### src/rtl/atuador_dampers.sv
// Damper actuator driver: one open/close FSM per damper with limit-switch feedback,
// travel timeout and a single-mover arbiter so only one motor runs at a time.
module atuador_dampers #(
  parameter int N_DAMPERS = 6,
  parameter int TIMEOUT   = 1000,
  parameter int CNT_W     = 10
) (
  input  logic                 clk,
  input  logic                 reset,
  input  logic [N_DAMPERS-1:0] cmd_damper,
  input  logic [N_DAMPERS-1:0] fim_aberto,
  input  logic [N_DAMPERS-1:0] fim_fechado,
  input  logic [N_DAMPERS-1:0] ack_falha,
  output logic [N_DAMPERS-1:0] motor_abrir,
  output logic [N_DAMPERS-1:0] motor_fechar,
  output logic [N_DAMPERS-1:0] estado_damper,
  output logic [N_DAMPERS-1:0] falha,
  output logic                 alarme_atuador
);

  typedef enum logic [2:0] {
    FECHADO  = 3'd0,
    ABRINDO  = 3'd1,
    ABERTO   = 3'd2,
    FECHANDO = 3'd3,
    FALHA    = 3'd4
  } state_t;

  localparam logic [CNT_W-1:0] TIMER_LAST = CNT_W'(TIMEOUT - 1);
  localparam logic [CNT_W-1:0] TIMER_MAX  = {CNT_W{1'b1}};

  state_t               st    [N_DAMPERS];
  logic [CNT_W-1:0]     timer [N_DAMPERS];
  logic [N_DAMPERS-1:0] sw_fault;
  logic [N_DAMPERS-1:0] pend;
  logic [N_DAMPERS-1:0] grant;
  logic                 busy;
  logic                 found;

  // A damper whose switches read both-ends is about to fault, so it never
  // competes for the bus on that edge.
  always_comb begin
    sw_fault = '0;
    pend     = '0;
    busy     = 1'b0;
    for (int i = 0; i < N_DAMPERS; i++) begin
      sw_fault[i] = fim_aberto[i] & fim_fechado[i] & (st[i] != FALHA);
      pend[i]     = (((st[i] == FECHADO) & cmd_damper[i]) |
                     ((st[i] == ABERTO) & ~cmd_damper[i])) & ~sw_fault[i];
      if ((st[i] == ABRINDO) || (st[i] == FECHANDO)) busy = 1'b1;
    end
  end

  // Fixed priority: lowest index wins, and only while no motor is running.
  always_comb begin
    grant = '0;
    found = 1'b0;
    for (int i = 0; i < N_DAMPERS; i++) begin
      if (!busy && !found && pend[i]) begin
        grant[i] = 1'b1;
        found    = 1'b1;
      end
    end
  end

  always_ff @(posedge clk) begin
    if (reset) begin
      for (int i = 0; i < N_DAMPERS; i++) begin
        st[i]    <= FECHADO;
        timer[i] <= '0;
      end
    end else begin
      for (int i = 0; i < N_DAMPERS; i++) begin
        if (sw_fault[i]) begin
          st[i] <= FALHA;
        end else begin
          case (st[i])
            FECHADO: begin
              if (grant[i]) begin
                st[i]    <= ABRINDO;
                timer[i] <= '0;
              end
            end
            ABERTO: begin
              if (grant[i]) begin
                st[i]    <= FECHANDO;
                timer[i] <= '0;
              end
            end
            ABRINDO: begin
              if (fim_aberto[i]) begin
                st[i] <= ABERTO;
              end else if (!cmd_damper[i]) begin
                st[i]    <= FECHANDO;
                timer[i] <= '0;
              end else if (timer[i] == TIMER_LAST) begin
                st[i] <= FALHA;
              end else if (timer[i] != TIMER_MAX) begin
                timer[i] <= timer[i] + CNT_W'(1);
              end
            end
            FECHANDO: begin
              if (fim_fechado[i]) begin
                st[i] <= FECHADO;
              end else if (cmd_damper[i]) begin
                st[i]    <= ABRINDO;
                timer[i] <= '0;
              end else if (timer[i] == TIMER_LAST) begin
                st[i] <= FALHA;
              end else if (timer[i] != TIMER_MAX) begin
                timer[i] <= timer[i] + CNT_W'(1);
              end
            end
            FALHA: begin
              // Recovery lands in whichever end position the switches confirm.
              if (ack_falha[i] && fim_fechado[i] && !fim_aberto[i]) begin
                st[i] <= FECHADO;
              end else if (ack_falha[i] && fim_aberto[i] && !fim_fechado[i]) begin
                st[i] <= ABERTO;
              end
            end
            default: st[i] <= FALHA;
          endcase
        end
      end
    end
  end

  always_comb begin
    motor_abrir   = '0;
    motor_fechar  = '0;
    estado_damper = '0;
    falha         = '0;
    for (int i = 0; i < N_DAMPERS; i++) begin
      motor_abrir[i]   = (st[i] == ABRINDO);
      motor_fechar[i]  = (st[i] == FECHANDO);
      estado_damper[i] = (st[i] == ABERTO);
      falha[i]         = (st[i] == FALHA);
    end
    alarme_atuador = |falha;
  end

endmodule

### config.mk
export PLATFORM = sky130hd
export DESIGN_NAME = atuador_dampers
export DESIGN_NICKNAME = d
export VERILOG_FILES = /design/src/rtl/atuador_dampers.sv
export SDC_FILE = /design/constraint.sdc
export NUM_CORES = 1
export LEC_CHECK = 0
export BUFFER_PORTS_ARGS = -buffer_cell sky130_fd_sc_hd__buf_4
export CAP_MARGIN = 15
export CORE_MARGIN = 4
export CORE_UTILIZATION = 54
export DETAILED_ROUTE_END_ITERATION = 8
export PLACE_DENSITY = 0.86
export SLEW_MARGIN = 20
export SYNTH_ARGS = -nofsm -noshare
export SYNTH_HDL_FRONTEND = slang
export SYNTH_SLANG_ARGS = --single-unit
### constraint.sdc
create_clock -name clk -period 2.5 [get_ports clk]
set_input_delay 0.375 -clock clk [delete_from_list [all_inputs] [get_ports clk]]
set_output_delay 0.375 -clock clk [all_outputs]
set_load 0.1 [all_outputs]
Word level (Yosys, flattened, before mapping). Memories as Yosys holds them, arrays and structs flattened. Cells that the tools add are included.

Register bits: 0. Bits in latches: 0. Memory bits (writable): 78. Bits in read-only memories: 0. Input port bits: 26. Output and inout bits: 25. Word-level logic and storage cells: 860. Memories kept: 2.

Memory list: timer (depth 6, bits a word 10, read ports 6, clocked after Yosys merged registers in 0, wr ports 6, RTL line 33) `logic [CNT_W-1:0] timer [N_DAMPERS];`; st (depth 6, bits a word 3, read ports 6, clocked after Yosys merged registers in 0, wr ports 6, RTL line 32) `state_t st [N_DAMPERS];`.

Add/sub/neg operators: 6. Multiply operators: 0. Divide/modulo/power cells: 0. $lt $le $gt $ge: 0. Equal/unequal tests: 42. Shift operators: 0. Muxes and demuxes: 582. Bitwise gates (word level): 156. Reductions and logical operators: 72.

Operator list (number): 1-bit two-way mux (474); 10-bit two-way mux (36); 3-bit two-way mux (72); 1-bit bitwise OR (114); 10-bit by 1-bit adder with 10-bit output, second input constant (6); 10-bit == test, second input constant (6); 10-bit != test, second input constant (6); 3-bit by 2-bit == test with 1-bit output, second input constant (12); 1-bit logical AND (35); 1-bit bitwise AND (30); 5-bit OR reduction (6); 3-bit by 1-bit == test with 1-bit output, second input constant (6); 3-bit == test, second input constant (6); 1-bit zero test (18); 3-bit zero test (6); 3-bit != test, second input constant (6); 1-bit inverter (12); 1-bit logical OR (6); 6-bit OR reduction (1).

Depth between registers and ports, before layout.
Depth after elaboration: 47. Mapped depth: 7. Gate-level depth less buffers: 6.

Least setup slack after synthesis. OpenSTA, ideal clock, no wires.

Path type: register to output. Start point: memory st[3][1] in the netlist's numbering. End point: output port alarme_atuador. Arrival: 3814 ps. Data required time: 2125 ps. Path slack: -1689 ps. Stages on the path, launching flop included: 5. Path buffers: 1. Cell sequence: edfxtp_1 > clkbuf_1 > nor3b_1 > nor4_1 > nand2_1.

RTL lines: start, declared (RTL line 32); end, declared (RTL line 18) `output logic alarme_atuador`.

==> reports/qor.log <==
INFO  drt            drcViolationCount=0
INFO  sta            period_share=93.05%
INFO  power_and_ir_drop netSwitchingFraction=40.38%
INFO  power_and_ir_drop fin_total_pwr=4.870mW
INFO  placed_design  dpl.cell_count=750
INFO  placed_design  gpl_wtd_cong=0.8748
INFO  setup_path     setup.reg_to_reg.worst_slack=230ps
INFO  synth          number_of_synthesized_flops_with_an_enable_pin=78
INFO  floorplan      initial_utilization=55.97%
INFO  cts            cts.sinks=78
INFO  sta            max_slew_headroom=66.82%
INFO  floorplan      chipHeight=106.1um
INFO  hold_path      min_path_cells=3
INFO  floorplan      boundary_pins=51
INFO  setup_path     worst-endpoint-required=2120ps
INFO  placed_design  port_buffers=50
INFO  cts            cts_htree_levels=3
INFO  finish         register_cell_area_after_layout=0.002342sqmm
INFO  global_route   grt-ovfl-total=0
INFO  finish         fillCellCount=764
INFO  finish         antenna-diode-count=0
INFO  sta            rsz0062_at_grt=no
INFO  drt            drt_iter0_drc=208
INFO  cts            cts_tree=done
INFO  hold_path      hold_path.class=input pin to flip-flop
INFO  synth          total_of_warnings_raised_by_yosys=0
INFO  floorplan      floorplan.die.width=106.1um
INFO  floorplan      fp.coreArea=0.009284sqmm
INFO  synth          post_synthesis_sequential_element_count=78
INFO  setup_path     critPathLaunchType=flip-flop
INFO  floorplan      number_of_placement_rows=35
INFO  global_route   globalRouteTotalUtil=22.16%
INFO  setup_path     crit_type=flip-flop to primary output
INFO  synth          synth.distinct_cells=58
INFO  sta            tightest_slew=490.8ps
INFO  sta            number_of_hold_violations_in_the_final_report=0
INFO  power_and_ir_drop clock_power_share=23.1%
INFO  drt            dr_wl_met2=6013um
INFO  cts            clk_transition_reported_paths=80ps
INFO  sta            timing.final.max_slew_violations=0
INFO  synth          syn-num-nets=593
INFO  drt            via_count=4535
INFO  global_route   global_route_wire_length_before_repair=20270um
INFO  cts            cts.hold.buffers_added=0
INFO  finish         fin_nets=664
INFO  setup_path     crit_start=st[4][1]
INFO  setup_path     worst_r2r_endpoint=timer[5][6]
INFO  drt            vias_per_inst=5.920
INFO  power_and_ir_drop largest_voltage_drop_on_the_vdd_net=341.5uV
INFO  drt            met3RoutedLength=643um
INFO  finish         final_cells=766
INFO  cts            cts_inserted_buffers=9
INFO  finish         multi_input_area=0.002836sqmm
INFO  sta            finalSetupViolations=0
INFO  drt            met1Wirelength=5354um
INFO  setup_path     arrival=1950ps
INFO  synth          postSynth.asyncResetShare=0%
INFO  drt            routed.top_layer=met4
INFO  hold_path      hold_path.startpoint=fim_aberto[1]
INFO  finish         area_delta_synth_final=18.95%
INFO  sta            clock-skew-final=7.546ps
INFO  placed_design  place_hpwl=9129um
INFO  power_and_ir_drop power.net_switching=1.966mW
INFO  synth          synth_top_flop_cell=sky130_fd_sc_hd__edfxtp_1
INFO  setup_path     worst-r2r-cell-count=6
INFO  sta            period_needed=2326ps
INFO  synth          mappedNetlistArea=0.005196sqmm
INFO  status         result_of_the_run=finished clean
INFO  finish         layout-drive-gt1-share=17.58%
INFO  sta            achievable-frequency=429.9MHz
INFO  hold_path      whs_endpoint=st[1][1]
INFO  power_and_ir_drop leakagePower=2.303nW
INFO  drt            ant_nets=0
INFO  setup_path     endpoint_kind=primary output
INFO  setup_path     r2r_start=st[3][1]
INFO  synth          post_synth.cell_area_avg=9.262squm
INFO  global_route   grt_antenna_before_repair=0
INFO  power_and_ir_drop combinationalPowerShare=39.4%
INFO  global_route   vias_in_the_first_global_route=4404
INFO  drt            avgRoutedWirePerCell=16.06um
INFO  synth          post_synth_inst_count=561
INFO  sta            setup-tns-final=0ps
INFO  synth          synth-seq-area-share=45.08%
INFO  drt            wirelength=12310um
INFO  cts            clock_tree.buffer_depth=2
INFO  power_and_ir_drop power.share.sequential=37.6%
INFO  cts            clock_insertion_delay_worst_skew=350ps
INFO  power_and_ir_drop internal_power=2.903mW
INFO  cts            clk_root_buffer_cell=sky130_fd_sc_hd__clkbuf_8
INFO  job            max_cap_violations=0
INFO  setup_path     cp_max_fo=10
INFO  drt            drt-pass1-iter-count=5
INFO  floorplan      fp.dieArea=0.01126sqmm
INFO  power_and_ir_drop p_per_area=787.9mW/mm^2
INFO  global_route   grt_max_degree=16
power groups by stage:
stage | logic, mW | registers, mW | clock network [mW]
2_1_floorplan | 1.39 | 1.84 | 0
3_3_place_gp | 1.84 | 1.83 | 0
3_5_place_dp | 1.88 | 1.85 | 0
4_1_cts | 1.90 | 1.82 | 1.14
5_1_grt | 2.03 | 1.85 | 1.20
6_report | 1.92 | 1.83 | 1.12
state kept, by name (all words and copies together) (netlist names):
name   count
st        18
timer     60
stage by stage:
step | util [%] | hold WS (ps) | setup slack, ps | instance area [sq um]
3_3_place_gp | 64.02 | 576.1 | 293.1 | 5943
6_report | 66.58 | 399.8 | 173.7 | 6181
4_1_cts | 66.48 | 387.8 | 153.6 | 6172
5_1_grt | 66.58 | 397.1 | 70.42 | 6181
3_5_place_dp | 64.02 | 591.2 | 141.3 | 5943
2_1_floorplan | - | 562.6 | -541.7 | 5278
cell usage in the layout (no fill, tap or decap), types with 3 or more instances in the layout:
cell                        Yosys  final
sky130_fd_sc_hd__o21ai_0       28     28
sky130_fd_sc_hd__ha_1           6      6
sky130_fd_sc_hd__clkbuf_8       0      9
sky130_fd_sc_hd__edfxtp_1      78     78
sky130_fd_sc_hd__a21oi_1       16     16
sky130_fd_sc_hd__xnor2_1       24     24
sky130_fd_sc_hd__o21bai_1       3      3
sky130_fd_sc_hd__bufinv_16      0      3
sky130_fd_sc_hd__xor2_1        32     32
sky130_fd_sc_hd__nand4_1       16     16
sky130_fd_sc_hd__a31oi_1        4      4
sky130_fd_sc_hd__nor4_1         6      5
sky130_fd_sc_hd__or3_1          4      4
sky130_fd_sc_hd__nand2_1       47     47
sky130_fd_sc_hd__nor2_1        98     98
sky130_fd_sc_hd__inv_1         13     13
sky130_fd_sc_hd__and3_1        12     12
sky130_fd_sc_hd__or2_2          3      3
sky130_fd_sc_hd__a211oi_1       5      5
sky130_fd_sc_hd__nand3_1       39     39
sky130_fd_sc_hd__nor3b_2        0      6
sky130_fd_sc_hd__o31ai_1        5      5
sky130_fd_sc_hd__and2_1         9      9
sky130_fd_sc_hd__nor3b_1       21     11
sky130_fd_sc_hd__buf_4          0     75
sky130_fd_sc_hd__nor3_1         9      8
sky130_fd_sc_hd__nor2b_1        9      9
sky130_fd_sc_hd__nor3b_4        0      4
sky130_fd_sc_hd__nand2b_1      14     14
sky130_fd_sc_hd__and4_1         5      5
cells by family after synthesis:
kind of cell	count (synthesis)	synth area share [%]
DFF	78	45.08
AOI/OAI and AO/OA	82	10.43
buffers and inverters	28	2.071
xor gates and xnor gates	56	9.439
adders and majority gates	6	1.445
and+or+nand+nor	309	31.11
muxes	2	0.4334
synth_stat cells, drive strengths merged, types with 5 or more instances:
| library cell | number | area share [%] |
|---|---|---|
| xnor2 | 24 | 4.0 |
| nor2 | 98 | 7.1 |
| o31ai | 5 | 0.72 |
| a211oi | 5 | 0.72 |
| nor3b | 21 | 3.0 |
| ha | 6 | 1.4 |
| nand2b | 14 | 1.7 |
| edfxtp | 78 | 45 |
| and4 | 5 | 0.84 |
| clkbuf | 12 | 0.87 |
| nand2 | 47 | 3.4 |
| nand3 | 39 | 3.8 |
| nor2b | 9 | 1.1 |
| and3 | 12 | 1.4 |
| inv | 13 | 0.94 |
| nor4 | 6 | 0.72 |
| a21oi | 16 | 1.5 |
| xor2 | 32 | 5.4 |
| o21ai | 28 | 2.7 |
| nand4 | 17 | 2.2 |
| nor3 | 11 | 1.4 |
| and2 | 9 | 1.1 |
worst max-delay path, stage by stage, from the launching register on:
cell and delay (ps):
sky130_fd_sc_hd__edfxtp_1 380, sky130_fd_sc_hd__buf_4 170, sky130_fd_sc_hd__nor2_1 70, sky130_fd_sc_hd__nand2_1 120, sky130_fd_sc_hd__inv_1 90, sky130_fd_sc_hd__nor4_2 380
sky130_fd_sc_hd__nand2_1 140, sky130_fd_sc_hd__buf_4 250
final cells by class:
type / instances / area share, %
Clock inverter: 5 / 1.579
Tap cell: 129 / 2.611
Sequential cell: 78 / 37.89
Inverter: 13 / 0.7895
Clock buffer: 11 / 2.126
Multi-Input combinational cell: 455 / 45.89
Timing Repair Buffer: 75 / 9.109
worst max-delay path by stage:
stage	endpoint	slack (ps)	depth (start not counted)
2_1_floorplan	alarme_atuador	-540	4
4_1_cts	timer[3][0]	150	6
3_5_place_dp	timer[3][3]	140	6
6_report	alarme_atuador	170	7
5_1_grt	alarme_atuador	70	7
3_3_place_gp	timer[3][5]	290	6
routing by layer:
| layer | global-route usage (%) | vias to the layer above |
|---|---|---|
| li1 | - | 2196 |
| met1 | 27.95 | 2175 |
| met2 | 37.20 | 136 |
| met3 | 4.736 | 28 |
| met4 | 8.788 | 0 |
| met5 | 0 | - |
what timing repair did:
| action | in CTS | in global routing |
|---|---|---|
| buffers inserted | 0 | 0 |
| endpoints found under the hold margin | 0 | 0 |
| endpoints found under the setup margin | 0 | 6 |
| resized for setup | 0 | 2 |
Note: power is estimated with default switching activity, not from simulation.
